File: src/rtl/bch_pkg.sv
// Shared types and default BCH(31,16,t=3) constants for the serial BCH encoder controller.
package bch_pkg;

  localparam int unsigned BCH_K   = 16;
  localparam int unsigned BCH_NK  = 15;
  localparam logic [15:0] BCH_GEN = 16'h8FAF;

  typedef enum logic [1:0] {
    ST_IDLE  = 2'd0,
    ST_SHIFT = 2'd1,
    ST_DONE  = 2'd2
  } state_t;

endpackage

File: src/rtl/bch_lfsr_enc.sv
// Serial systematic BCH parity generator: one message bit per enabled cycle, MSB first.
module bch_lfsr_enc
  import bch_pkg::*;
#(
  parameter int unsigned   W    = BCH_NK,
  parameter logic [W-1:0]  POLY = W'(BCH_GEN)
) (
  input  logic         clk,
  input  logic         rst_n,
  input  logic         clear,
  input  logic         shift_en,
  input  logic         bit_in,
  output logic [W-1:0] parity
);

  logic fb;

  assign fb = bit_in ^ parity[W-1];

  // NOTE: state registers use non-blocking assignments so every flop samples pre-edge values.
  always_ff @(posedge clk or negedge rst_n) begin
    if (!rst_n) begin
      parity <= '0;
    end else if (clear) begin
      parity <= '0;
    end else if (shift_en) begin
      parity <= {parity[W-2:0], 1'b0} ^ (fb ? POLY : '0);
    end
  end

endmodule

File: src/rtl/bch_enc_ctrl.sv
// Two-requester arbitrated serial BCH encoder; define BCH_ENC_CTRL_RR_EN for round-robin
// arbitration, otherwise requester 0 has fixed priority.
module bch_enc_ctrl
  import bch_pkg::*;
#(
  parameter int unsigned             C_INDWIDTH = BCH_K,
  parameter int unsigned             C_PARWIDTH = BCH_NK,
  parameter logic [C_PARWIDTH:0]     C_GENPOLY  = BCH_GEN
) (
  input  logic                             I_clk,
  input  logic                             I_rst_n,
  input  logic [1:0]                       I_req_valid,
  output logic [1:0]                       O_req_ready,
  input  logic [C_INDWIDTH-1:0]            I_data0,
  input  logic [C_INDWIDTH-1:0]            I_data1,
  output logic [C_INDWIDTH+C_PARWIDTH-1:0] O_codeword,
  output logic                             O_cw_valid,
  input  logic                             I_cw_ready,
  output logic                             O_cw_id,
  output logic                             O_busy
);

  localparam int unsigned     CNT_W    = $clog2(C_INDWIDTH + 1);
  localparam logic [CNT_W-1:0] CNT_LAST = CNT_W'(C_INDWIDTH - 1);
  localparam logic [CNT_W-1:0] CNT_TERM = CNT_W'(C_INDWIDTH);

  logic [1:0]            rst_sync;
  logic                  rst_n;
  state_t                state, state_nxt;
  logic [1:0]            grant;
  logic                  accept;
  logic                  shift_en;
  logic                  lfsr_clear;
  logic [C_INDWIDTH-1:0] msg;
  logic [CNT_W-1:0]      cnt;
  logic [C_PARWIDTH-1:0] parity;
  logic                  cw_id;
`ifdef BCH_ENC_CTRL_RR_EN
  logic                  ptr;
`endif

  // Assertion stays asynchronous; release is retimed to I_clk so all flops leave reset together.
  always_ff @(posedge I_clk or negedge I_rst_n) begin
    if (!I_rst_n) rst_sync <= 2'b00;
    else          rst_sync <= {rst_sync[0], 1'b1};
  end

  assign rst_n = rst_sync[1];

  always_comb begin
    grant = 2'b00;
`ifdef BCH_ENC_CTRL_RR_EN
    if (I_req_valid[ptr])       grant[ptr]  = 1'b1;
    else if (I_req_valid[~ptr]) grant[~ptr] = 1'b1;
`else
    if (I_req_valid[0])         grant = 2'b01;
    else if (I_req_valid[1])    grant = 2'b10;
`endif
  end

  always_ff @(posedge I_clk or negedge rst_n) begin
    if (!rst_n) state <= ST_IDLE;
    else        state <= state_nxt;
  end

  // NOTE: every output of this block gets a default first so no path can infer a latch.
  always_comb begin
    state_nxt   = state;
    O_req_ready = 2'b00;
    O_cw_valid  = 1'b0;
    accept      = 1'b0;
    shift_en    = 1'b0;
    lfsr_clear  = 1'b0;
    unique case (state)
      ST_IDLE: begin
        // Ready is held off while the synchronised reset is still asserted.
        if (rst_n) begin
          O_req_ready = grant;
          accept      = |grant;
        end
        if (accept) begin
          lfsr_clear = 1'b1;
          state_nxt  = ST_SHIFT;
        end
      end
      ST_SHIFT: begin
        shift_en = 1'b1;
        if (cnt == CNT_LAST) state_nxt = ST_DONE;
      end
      ST_DONE: begin
        O_cw_valid = 1'b1;
        if (I_cw_ready) state_nxt = ST_IDLE;
      end
      default: state_nxt = ST_IDLE;
    endcase
  end

  // The message rotates rather than shifts: after C_INDWIDTH bits it is back in place for output.
  always_ff @(posedge I_clk or negedge rst_n) begin
    if (!rst_n) begin
      msg   <= '0;
      cnt   <= '0;
      cw_id <= 1'b0;
`ifdef BCH_ENC_CTRL_RR_EN
      ptr   <= 1'b0;
`endif
    end else if (accept) begin
      msg   <= grant[1] ? I_data1 : I_data0;
      cnt   <= '0;
      cw_id <= grant[1];
`ifdef BCH_ENC_CTRL_RR_EN
      ptr   <= ~grant[1];
`endif
    end else if (shift_en) begin
      msg <= {msg[C_INDWIDTH-2:0], msg[C_INDWIDTH-1]};
      if (cnt != CNT_TERM) cnt <= cnt + 1'b1;
    end
  end

  bch_lfsr_enc #(
    .W    (C_PARWIDTH),
    .POLY (C_GENPOLY[C_PARWIDTH-1:0])
  ) u_lfsr (
    .clk      (I_clk),
    .rst_n    (rst_n),
    .clear    (lfsr_clear),
    .shift_en (shift_en),
    .bit_in   (msg[C_INDWIDTH-1]),
    .parity   (parity)
  );

  assign O_codeword = {msg, parity};
  assign O_cw_id    = cw_id;
  assign O_busy     = (state != ST_IDLE);

endmodule

File: config.mk
export PLATFORM = sky130hd
export DESIGN_NAME = bch_enc_ctrl
export DESIGN_NICKNAME = d
export VERILOG_FILES = /design/src/rtl/bch_pkg.sv /design/src/rtl/bch_lfsr_enc.sv /design/src/rtl/bch_enc_ctrl.sv
export SDC_FILE = /design/constraint.sdc
export NUM_CORES = 1
export LEC_CHECK = 0
export ABC_AREA = 1
export CAP_MARGIN = 20
export CORE_MARGIN = 2
export CORE_UTILIZATION = 30
export CTS_CLUSTER_DIAMETER = 150
export DETAILED_ROUTE_END_ITERATION = 8
export PLACE_DENSITY = 0.6
export SLEW_MARGIN = 20
export SYNTH_ARGS = -nofsm -noshare
export SYNTH_HDL_FRONTEND = slang
export SYNTH_HIERARCHICAL = 1
export SYNTH_SLANG_ARGS = --single-unit
File: constraint.sdc
create_clock -name I_clk -period 2.4 [get_ports I_clk]
set_input_delay 0.24 -clock I_clk [delete_from_list [all_inputs] [get_ports I_clk]]
set_output_delay 0.24 -clock I_clk [all_outputs]
set_load 0.05 [all_outputs]
==> Word level (Yosys, flattened, before mapping) <==
Cells that the tools add are included.
{ "word_totals": {"register_bits": 41, "input_bits": 37, "output_inout_bits": 36, "word_cells": 48} }
{ "op_classes": {"n_addsub": 1, "n_eq_ne": 7, "muxes": 24, "bitwise": 2, "reduce_logical": 8} }
{ "op_table": {"columns": ["cell", "count"], "rows": [
  ["$mux W16", 3],
  ["$mux W15", 2],
  ["$mux W5", 3],
  ["$xor A15 B15 Y15", 1],
  ["$mux W2", 7],
  ["$mux W12", 1],
  ["$reduce_bool A2 Y1", 4],
  ["$mux W1", 7],
  ["$ne A2 B2 Y1 const B", 3],
  ["$pmux W2 S3", 1],
  ["$add A5 B1 Y5 const B", 1],
  ["$eq A5 B4 Y1 const B", 1],
  ["$ne A5 B5 Y1 const B", 1],
  ["$reduce_and A3 Y1", 1],
  ["$eq A2 B1 Y1 const B", 1],
  ["$eq A2 B2 Y1 const B", 1],
  ["$logic_not A2 Y1", 1],
  ["$reduce_and A2 Y1", 1],
  ["$reduce_or A2 Y1", 1],
  ["$xor A1 B1 Y1", 1]
]} }

==> Logic depth before layout (Yosys ltp) <==
Gate-level depths: netlist of the first run.
{ "logic_depth": {"depth_word": 8, "depth_mapped": 10, "mapped_depth_nobuf": 9} }

==> Cells and area by module <==
The synthesis of the first run kept the hierarchy.
{ "by_module_without_submodules": {"columns": ["module", "n_inst", "cells_per_inst", "area_each_um2", "seq_area_each_um2"], "rows": [
  ["bch_enc_ctrl", 1, 208, 1554.0, 650.6],
  ["bch_lfsr_enc", 1, 87, 742.0, 375.4]
]} }

==> Worst setup path after synthesis of the first run <==
Ideal clock, no wire load.
{ "synth_timing": {"path_kind": "reg2out", "from": "register rst_sync[1]", "to": "output port O_req_ready[1]", "arrival_ns": 2.544, "path_slack_ns": -0.384, "path_stages_with_launch": 6, "n_path_buf": 1, "cell_sequence": "dfrtp_1 > nand2_1 > nand2_1 > nand2_2 > buf_4 > nor2_1"} }
{ "synth_between": {"elab_chain_cells": 2} }
{ "synth_lines": {"columns": ["element", "line", "source"], "rows": [
  ["start, declared", "bch_enc_ctrl.sv:27", "logic [1:0] rst_sync;"],
  ["start signal, assigned", "bch_enc_ctrl.sv:45", "else rst_sync <= {rst_sync[0], 1'b1};"],
  ["$mux W2", "bch_enc_ctrl.sv:77", "if (rst_n) begin"],
  ["$mux W2", "bch_enc_ctrl.sv:74", "unique case (state)"],
  ["end, declared", "bch_enc_ctrl.sv:13", "output logic [1:0] O_req_ready,"]
]} }
No other way between the ends.

==> Final worst setup path of the first run <==
{ "layout_timing": {"from": "register state[1]", "to": "output port O_busy"} }
{ "layout_between": {"elab_chain_cells": 1} }
{ "layout_lines": {"columns": ["element", "line", "source"], "rows": [
  ["start, declared", "bch_enc_ctrl.sv:29", "state_t state, state_nxt;"],
  ["start signal, assigned", "bch_enc_ctrl.sv:63", "else state <= state_nxt;"],
  ["$reduce_bool A2 Y1", "bch_enc_ctrl.sv:134", "assign O_busy = (state != ST_IDLE);"],
  ["end, declared", "bch_enc_ctrl.sv:20", "output logic O_busy"]
]} }
No other way between the ends.

==> results.ini, run 1 <==
[place]
dp.cells = 460
numPortBuffers = 72
gp_congestion = 0.824
place_hpwl_microns = 4210

[timing]
hold_violations = 0
finClkSkew_ns = 0.00597
tightest_slew_ns = 0.582
setup_violations = 0
timing.fmax_mhz = 514
rsz0062_at_grt = no
period_minus_slack_ns = 1.94
max_slew_margin = 0.611
hold_slack_ns = 0.105
fin_crit_sh = 0.810
maxSlewViolCount = 0
fin_setup_tns_ns = 0

[power_and_ir_drop]
p_clk_frac = 0.120
power.switching_w = 0.00247
seqPwrFrac = 0.275
internal-power_w = 0.00235
leakagePower_nw = 1.55
comb_power_share = 0.605
vdd_drop_max_mv = 0.857
swShare = 0.512
power_density_nw_per_um2 = 1490

[clock_network]
clkTransAtPathRegs_ns = 0.08
cts_buffer_depth = 2
cts_tree = built
postCtsSetupBuffers = 0
hold_buffers = 0
clockRootBuffer = clkbuf_8
clock-sinks = 41
cts_buffers = 5
ctsResizeCount = 0
insertion_delay_ns = 0.29
h-tree-depth = 2

[global_route]
grt_pass1_wl_microns = 10200
grt_util_all_layers = 0.148
overflow = 0
grt_pass1_vias = 2164
antenna_found_initial = 0
grt_max_degree = 35

[critical_path]
crit_family = buffers and inverters
max_stage_delay_ns = 0.81
crit_buf_inv = 2
r2r-start = state[0]$_DFFE_PN0P_
setup.worst_path.end_class = output port
required_ns = 2.16
crit_fanout = 3
worstSetupStartpointType = flop
cp.depth = 3
slowest_stage = clkdlybuf4s50_1
reg2reg_slack_ns = 0.77
r2r_end = cnt[1]$_DFFE_PN0P_
cp_cell_sequence = inv_2 -> nand2_2 -> clkdlybuf4s50_1
path_class = flop to output port
r2r_cells = 6
cp_data_arrival_time_ns = 1.70

[yosys]
synth_top_family_by_area = simple AND/OR/NAND/NOR gates
ys_seq_elements = 41
seq_area_frac_synth = 0.447
synth_fa_ha_area_frac = 0.0163
yosysWarnings = 6
synth-compound-area-share = 0.0305
synth_nets = 335
yosys.area_share.simple = 0.429
avgSynthCellArea_sq_um = 7.78
netlist_area_sq_um = 2300
synth.distinct_cells = 24
synth-xor-area-share = 0.00381
synthCells = 295
muxShareOfSynthArea = 0

[final_layout]
layout_common_cells = 103 x nand2_1, 70 x clkdlybuf4s50_1, 67 x nand3_1
area_growth_pct = 40.8
fillers = 749
drive_gt1_frac = 0.127
fin_nets = 408
antenna_cells = 0
final_common_cell = nand2_1
layout.cells.non_filler = 468

[route]
avgRoutedWirePerCell_microns = 12.6
vias = 2190
wirelength_microns = 5900
via_per_inst = 4.68
drtIter0Drc = 116
antenna_left = 0
post-route-drc-count = 0
drt_pre_antenna_iters = 7

[die]
die-area_sq_um = 8370
io_pins = 73
core_sq_um = 7330
fp-row-count = 31
start_util = 0.313
die_x_microns = 91.5
dieHeight_microns = 91.5

[outcome]
status = finished, final reports clean

[hold_path]
hold_path.class = primary input to asynchronous set/reset pin

[job]
drv_cap = 0

[power groups by stage]
stage | sequential [W] | combinational [W] | clock, W
after floorplan | 0.00220 | 0.00119 | 0
after global placement | 0.00134 | 0.00290 | 0
after detailed placement | 0.00134 | 0.00293 | 0
after CTS | 0.00133 | 0.00295 | 0.000593
after global routing | 0.00138 | 0.00317 | 0.000617
final | 0.00133 | 0.00291 | 0.000576
[synthesized netlist by cell type (all sizes together)]
cell	count	share of area
a21oi	1	0.0071
buf	11	0.036
conb	1	0.0016
dfrtp	41	0.45
ha	3	0.016
inv	22	0.036
nand2	114	0.20
nand3	75	0.18
nand3b	6	0.020
nand4	1	0.0027
nor2	10	0.023
o21ai	6	0.015
o22ai	2	0.0054
o31ai	1	0.0033
xor2	1	0.0038
[layer usage]
layer,vias to the layer above,share of wire,track usage
met1,1026,0.48,0.208
met4,0,0.0093,0.0379
met2,57,0.47,0.235
met5,-,0,0
li1,1101,-,-
met3,6,0.045,0.0282
[layout make-up]
cell class / instances / area [sq um] / area share
Multi-Input combinational cell: 221 / 1100 / 0.342
Inverter: 22 / 82.6 / 0.0255
Timing Repair Buffer: 77 / 778 / 0.241
Sequential cell: 41 / 1030 / 0.318
Tap cell: 99 / 124 / 0.0383
Clock buffer: 7 / 86.3 / 0.0267
Clock inverter: 1 / 30.0 / 0.00929
[flip-flops by register name (all words and copies together) (netlist names)]
name	flops
rst_sync	2
u_lfsr/parity	15
cnt	5
O_cw_id	1
state	2
msg	16
[how the worst max path moves through the flow]
stage,to,slack (ns),from
after floorplan,O_req_ready[1],0.08,rst_sync[1]$_DFF_PN0_
after global routing,O_cw_valid,0.36,state[1]$_DFFE_PN0P_
after global placement,msg[5]$_DFFE_PN0P_,0.74,I_req_valid[1]
final,O_busy,0.46,state[1]$_DFFE_PN0P_
after detailed placement,u_lfsr/parity[4]$_DFFE_PN0P_,0.71,I_req_valid[1]
after CTS,O_busy,0.43,state[1]$_DFFE_PN0P_
[stage by stage]
stage | setup WS [ns] | instance area (sq um) | utilization | total power [W]
detailed placement | 0.711 | 3120 | 0.425 | 0.00427
global route | 0.360 | 3230 | 0.441 | 0.00517
floorplan | 0.0799 | 2300 | - | 0.00339
finish | 0.455 | 3230 | 0.441 | 0.00482
CTS | 0.431 | 3230 | 0.441 | 0.00486
global placement | 0.740 | 3120 | 0.425 | 0.00424
[cell families after synthesis]
family | after synthesis
flops | 41
other cells | 1
fa+ha+maj | 3
compound gates | 10
simple gates | 206
xor+xnor | 1
buf+inv | 33
No activity file was read; power rests on OpenSTA's default activity.
==> run 2, diff against run 1 <==
PLACE_DENSITY = 0.62   (was 0.6)
clock period = 1.7 ns   (was 2.4 ns; I/O delays follow)
==> results.ini, run 2 (synthesized netlist as in run 1, its figures left out) <==
[outcome]
status = finished, final reports clean  ; unchanged

[global_route]
grtUsageMet2 = 0.245  ; was 0.235
grt_pass1_vias = 2142  ; was 2164
grt_max_degree = 24  ; was 35
grt-busiest-layer = met2  ; unchanged
antenna_found_initial = 0  ; unchanged
overflow = 0  ; unchanged
met1_usage = 0.204  ; was 0.208
grt_util_met3 = 0.0407  ; was 0.0282
grt_pass1_wl_microns = 10200  ; about the same
grt_util_all_layers = 0.151  ; was 0.148

[critical_path]
r2r-start = state[0]$_DFFE_PN0P_  ; unchanged
crit_family = buffers and inverters  ; unchanged
setup.worst_path.end_class = output port  ; unchanged
startpoint = O_cw_id$_DFFE_PN0P_  ; was state[1]$_DFFE_PN0P_
r2r_cells = 6  ; unchanged
reg2reg_slack_ns = 0.26  ; was 0.77 ns
max_stage_delay_ns = 0.81  ; about the same
path_class = flop to output port  ; unchanged
r2r_end = cnt[1]$_DFFE_PN0P_  ; unchanged
cp_cell_sequence = clkdlybuf4s50_1  ; was inv_2 -> nand2_2 -> clkdlybuf4s50_1
crit_buf_inv = 1  ; was 2
cp_data_arrival_time_ns = 1.48  ; was 1.70 ns
slowest_stage = clkdlybuf4s50_1  ; unchanged
endpoint = O_cw_id  ; was O_busy
cp.depth = 1  ; was 3
crit_fanout = 2  ; was 3
required_ns = 1.53  ; was 2.16 ns
worstSetupStartpointType = flop  ; unchanged

[power_and_ir_drop]
p_clk_frac = 0.139  ; was 0.120
leakagePower_nw = 1.63  ; was 1.55 nW
power_density_nw_per_um2 = 2130  ; was 1490 nW/um^2
swShare = 0.515  ; was 0.512
internal-power_w = 0.00333  ; was 0.00235 W
power.switching_w = 0.00355  ; was 0.00247 W
comb_power_share = 0.587  ; was 0.605
seqPwrFrac = 0.274  ; was 0.275
vdd_drop_max_mv = 0.934  ; was 0.857 mV
total_power_w = 0.00688  ; was 0.00482 W

[clock_network]
clock-sinks = 41  ; unchanged
h-tree-depth = 2  ; unchanged
insertion_delay_ns = 0.30  ; was 0.29 ns
postCtsSetupBuffers = 0  ; unchanged
clkTransAtPathRegs_ns = 0.09  ; was 0.08 ns
cts_tree = built  ; unchanged
cts_buffer_depth = 2  ; unchanged
cts_buffers = 5  ; unchanged
clockRootBuffer = clkbuf_8  ; unchanged

[timing]
max_slew_margin = 0.666  ; was 0.611
period_minus_slack_ns = 1.65
fin_crit_sh = 0.972
timing.fmax_mhz = 605
finClkSkew_ns = 0.00828  ; was 0.00597 ns
maxSlewViolCount = 0  ; unchanged
rsz0062_at_grt = no  ; unchanged
hold_violations = 0  ; unchanged
setup_violations = 0  ; unchanged
tightest_slew_ns = 0.501  ; was 0.582 ns

[place]
post_dp_cell_area_sq_um = 3080  ; was 3120 sq um
gp_congestion = 0.765  ; was 0.824
place_hpwl_microns = 4470  ; was 4210 microns
numPortBuffers = 72  ; unchanged

[final_layout]
final_area_sq_um = 3230  ; about the same
top_register = msg  ; unchanged
area_growth_pct = 40.8  ; about the same
antenna_cells = 0  ; unchanged
largest_register_ffs = 16  ; unchanged
layout_common_cells = 101 x nand2_1, 67 x nand3_1, 40 x dfrtp_1  ; was 103 x nand2_1, 70 x clkdlybuf4s50_1, 67 x nand3_1
reg.largest.list = msg x16, u_lfsr/parity x15, cnt x5  ; unchanged
final_common_cell = nand2_1  ; unchanged
postLayoutCoreUtil = 0.441  ; about the same
drive_gt1_frac = 0.228  ; was 0.127
fin_nets = 412  ; was 408

[die]
die-area_sq_um = 8370  ; unchanged
fp-row-count = 31  ; unchanged
core_sq_um = 7330  ; unchanged
dieHeight_microns = 91.5  ; unchanged
io_pins = 73  ; unchanged
die_x_microns = 91.5  ; unchanged
start_util = 0.313  ; unchanged

[route]
avgRoutedWirePerCell_microns = 13.0  ; was 12.6 microns
antenna_left = 0  ; unchanged
drtIter0Drc = 112  ; was 116
via_per_inst = 4.66  ; was 4.68
wirelength_microns = 6130  ; was 5900 microns
drt_pre_antenna_iters = 4  ; was 7
post-route-drc-count = 0  ; unchanged
vias = 2198  ; was 2190

[job]
drv_cap = 0  ; unchanged

[hold_path]
hold_path.class = flop to asynchronous set/reset pin  ; was primary input to asynchronous set/reset pin

==> run 2: cell types whose count changed in the layout (fill, tap and decap cells not counted), sizes merged <==
| cell | previous run | this run |
|---|---|---|
| buf | 7 | 41 |
| bufinv | 1 | 2 |
| clkbuf | 7 | 5 |
| clkdlybuf4s50 | 70 | 38 |
| dlygate4sd3 | 0 | 1 |
| dlymetal6s2s | 0 | 1 |
| inv | 22 | 23 |
==> run 2: stage by stage <==
stage | hold WS (ns) | instances | setup slack, ns | setup TNS (ns)
after floorplan | -0.126 | 295 | -0.0178 | -0.167
after global placement | 0.164 | 463 | 0.136 | 0
after detailed placement | 0.166 | 463 | 0.118 | 0
after CTS | 0.00629 | 471 | 0.0238 | 0
after global routing | 0.195 | 472 | 0.0112 | 0
final | 0.174 | 472 | 0.0471 | 0
==> run 2: worst min-delay path by stage <==
stage	startpoint	endpoint	slack, ns	cells after the start
detailed placement	rst_sync[1]$_DFF_PN0_	cnt[1]$_DFFE_PN0P_	0.17	0
global route	rst_sync[1]$_DFF_PN0_	state[1]$_DFFE_PN0P_	0.20	0
floorplan	I_rst_n	rst_sync[0]$_DFF_PN0_	-0.13	0
finish	rst_sync[1]$_DFF_PN0_	state[0]$_DFFE_PN0P_	0.17	0
global placement	rst_sync[1]$_DFF_PN0_	cnt[0]$_DFFE_PN0P_	0.16	0
CTS	I_rst_n	rst_sync[1]$_DFF_PN0_	0.006	1
==> run 2: routing by layer <==
| metal | up-vias | part of all wire |
|---|---|---|
| met5 | - | 0 |
| met4 | 0 | 0.0072 |
| met3 | 4 | 0.043 |
| met2 | 46 | 0.48 |
| met1 | 1039 | 0.47 |
| li1 | 1109 | - |
==> run 2: power by group through the flow <==
stage	logic [W]	clock network, W	registers [W]
floorplan	0.00169	0	0.00310
global placement	0.00399	0	0.00190
detailed placement	0.00408	0	0.00190
CTS	0.00408	0.000982	0.00189
global route	0.00440	0.00103	0.00197
finish	0.00404	0.000958	0.00189
==> run 2: layout make-up <==
class	instances	area [sq um]
Inverter	22	82.6
Fill cell	749	4100
Sequential cell	41	1030
Multi-Input combinational cell	221	1120
Clock buffer	5	68.8
Timing Repair Buffer	81	736
Clock inverter	3	68.8
Tap cell	99	124
==> run 2: repair_timing <==
action | CTS | global route
resized for setup | 0 | 1
hold buffers | 0 | 1
setup endpoints to repair | 0 | 1
hold endpoints to repair | 0 | 1
==> edit: new RTL, settings of run 1 <==
Add a define of `BCH_ENC_CTRL_RR_EN`.
--- a/src/rtl/bch_enc_ctrl.sv
+++ b/src/rtl/bch_enc_ctrl.sv
@@ -2,2 +2,4 @@
 // arbitration, otherwise requester 0 has fixed priority.
+`define BCH_ENC_CTRL_RR_EN
+
 module bch_enc_ctrl
Formal check against the unedited RTL: same outputs for any inputs over 10 cycles, from zero or initial values and one cycle with I_rst_n low; that may be too few to reach the edited logic, so the function may still have changed.
==> edit against run 1 <==
Synthesized area up 7.3%. Synthesized cell count is 17% higher. Non-clock buffer count grew 2. Global-route usage is 0.55 points higher. Core utilization decreased by 1.4 points. Cell count rose by 12%. Count of clock-buffer cells in the layout fell by 2. Via count increased by 9.9%. Sequential cell count rose by 1. Cell area up 6.8%. Total power increased by 9.4%. Worst setup slack got worse by 0.032 ns. Routed wire length rose by 10%. Largest cell class unchanged. Largest power group unchanged.
==> edit: results (changes against run 1) <==
[clock_tree]
htreeDepth = 2  ; unchanged
clk_path_buf_depth = 2  ; unchanged
cts-root-buf = clkbuf_8  ; unchanged
post_cts_resized = 0  ; unchanged
post_cts_buffers = 0  ; unchanged
cts_inserted_buffers = 5  ; unchanged
clk_pin_slew_ns = 0.09
clock_latency_ns = 0.30

[placement]
dp_worst_setup_slack_ns = 0.3116  ; was 0.7107 ns
numPortBuffers = 72  ; unchanged
place_area_um2 = 3316  ; was 3117 um2
place_hpwl_mm = 4.686  ; was 4.209 mm
gp_congestion = 0.7864  ; was 0.8238

[synthesis]
synth_ff_type = dfrtp_1  ; unchanged
ys_seq_area_share_pct = 42.66  ; was 44.69%
synth_cell_types = 26  ; was 24
yosys-top-cells-area = dfrtp_1 43%, nand2_1 21%, nand3_1 8.1%, inv_1 6.2%, nand4_1 3.6%  ; was dfrtp_1 45%, nand2_1 17%, nand3_1 15%, nand3_2 3.5%, nand2_2 2.5%
synth_common_cells = 141 x nand2_1, 42 x dfrtp_1, 41 x inv_1  ; was 103 x nand2_1, 67 x nand3_1, 41 x dfrtp_1
synth_nets = 385  ; was 335
yosysWarnings = 6  ; unchanged
ys_async_sr_fraction_pct = 100.0  ; unchanged

[grt]
grt_max_degree = 29  ; was 35
grt_pass1_vias = 2266  ; was 2,164
grt_use_total_pct = 15.39  ; was 14.84%
grt_pass1_wl_mm = 10.79  ; was 10.18 mm
antenna_found_initial = 0  ; unchanged

[detailed_routing]
first_iter_violations = 68  ; was 116
avgRoutedWirePerCell_um = 12.38  ; was 12.61 um
vias = 2406  ; was 2,190
drt_pass1_iterations = 4  ; was 7

[layout]
fill_cells = 842  ; was 749
final_nets = 459  ; was 408
diodes = 0  ; unchanged
largestRegisters = msg: 16 flops, u_lfsr/parity: 15 flops, cnt: 5 flops  ; unchanged
layout-drive-gt1-share_pct = 9.524  ; was 12.74%

[sta]
max_slew_margin_pct = 64.22  ; was 61.10%
skew_ns = 0.008416  ; was 0.005966 ns

[setup_path]
worst_path_max_delay_cell = clkdlybuf4s50_1  ; unchanged
cpPeakStageDelay_ns = 0.80
cp.arrival_ns = 1.74  ; was 1.70 ns
path_max_fanout = 3  ; unchanged

[power]
ir_drop_uv = 1006  ; was 856.9 uV
leakagePower_nw = 1.771  ; was 1.547 nW

[status]
status = completed  ; unchanged

[min_path]
hold_path.class = input port to asynchronous set/reset pin  ; unchanged

[edit: changes by cell type in the layout (fill, tap and decap cells not counted), sizes merged, moves of 2 or more]
| cell | delta |
|---|---|
| inv | +26 |
| clkbuf | -2 |
| buf | +2 |
| nand2 | +35 |
| o21ai | +3 |
| nand4 | +14 |
| nand3 | -34 |
| nor2 | +2 |
[edit: cell type report]
class | count | area [um2] | share of cell area (%)
multi-input cells | 243 | 1159 | 33.55
flip-flops and latches | 42 | 1052 | 30.47
repair buffers | 79 | 793.3 | 22.97
inverters | 48 | 180.2 | 5.217
well taps | 105 | 131.4 | 3.804
clock buffers | 5 | 68.82 | 1.993
clock inverters | 3 | 68.82 | 1.993
[edit: kinds of logic after synthesis]
kind of cell	count (synthesis)	synth area share [%]
AO/OA/AOI/OAI	13	3.149
XOR/XNOR	1	0.3556
adder cells (fa/ha/maj)	3	1.524
buffers and inverters	60	10.31
flip-flops	42	42.66
other	1	0.1522
AND/OR/NAND/NOR	225	41.85
[edit: per-layer routing]
metal  vias up  routed length [um]  track usage (%)
li1       1228                   -                -
met1      1108                3020            19.96
met2        64                2969            25.18
met3         6                 428            4.070
met4         0                  82            4.589
met5         -                   0                0
[edit: critical path: cells and delay by family, from the launching register on]
family        cells  cell delay (ns)
buf+inv           2             0.90
flops             1             0.45
simple gates      1             0.09
[edit: per-stage QoR]
stage                     power (mW)  std cells  hold WS, ns
after floorplan                3.637        345     -0.05559
after global placement         4.569        517       0.1418
after detailed placement       4.617        517       0.1501
after CTS                      5.319        525      0.08497
after global routing           5.698        525      0.08300
final                          5.268        525      0.09016
[edit: path summary, 6_finish.rpt]
check / slack (ns) / end / start / cells past startpoint
max in group asynchronous: 1.67 / state[1] / rst_sync[1] / 1
worst min-delay path: 0.09 / rst_sync[0] / I_rst_n / 1
worst min register to register: 0.14 / msg[3] / rst_sync[1] / 0
worst max register to register: 0.62 / u_lfsr/parity[0] / ptr / 7
worst max-delay path: 0.42 / O_cw_valid / state[1] / 3
min in group I_clk: 0.37 / rst_sync[1] / rst_sync[0] / 0
[edit: where the power goes]
part	switching, mW	internal, mW	total (mW)
clock network	0.268	0.417	0.685
logic	2.16	1.10	3.26
registers	0.272	1.05	1.32
total	2.70	2.57	5.27
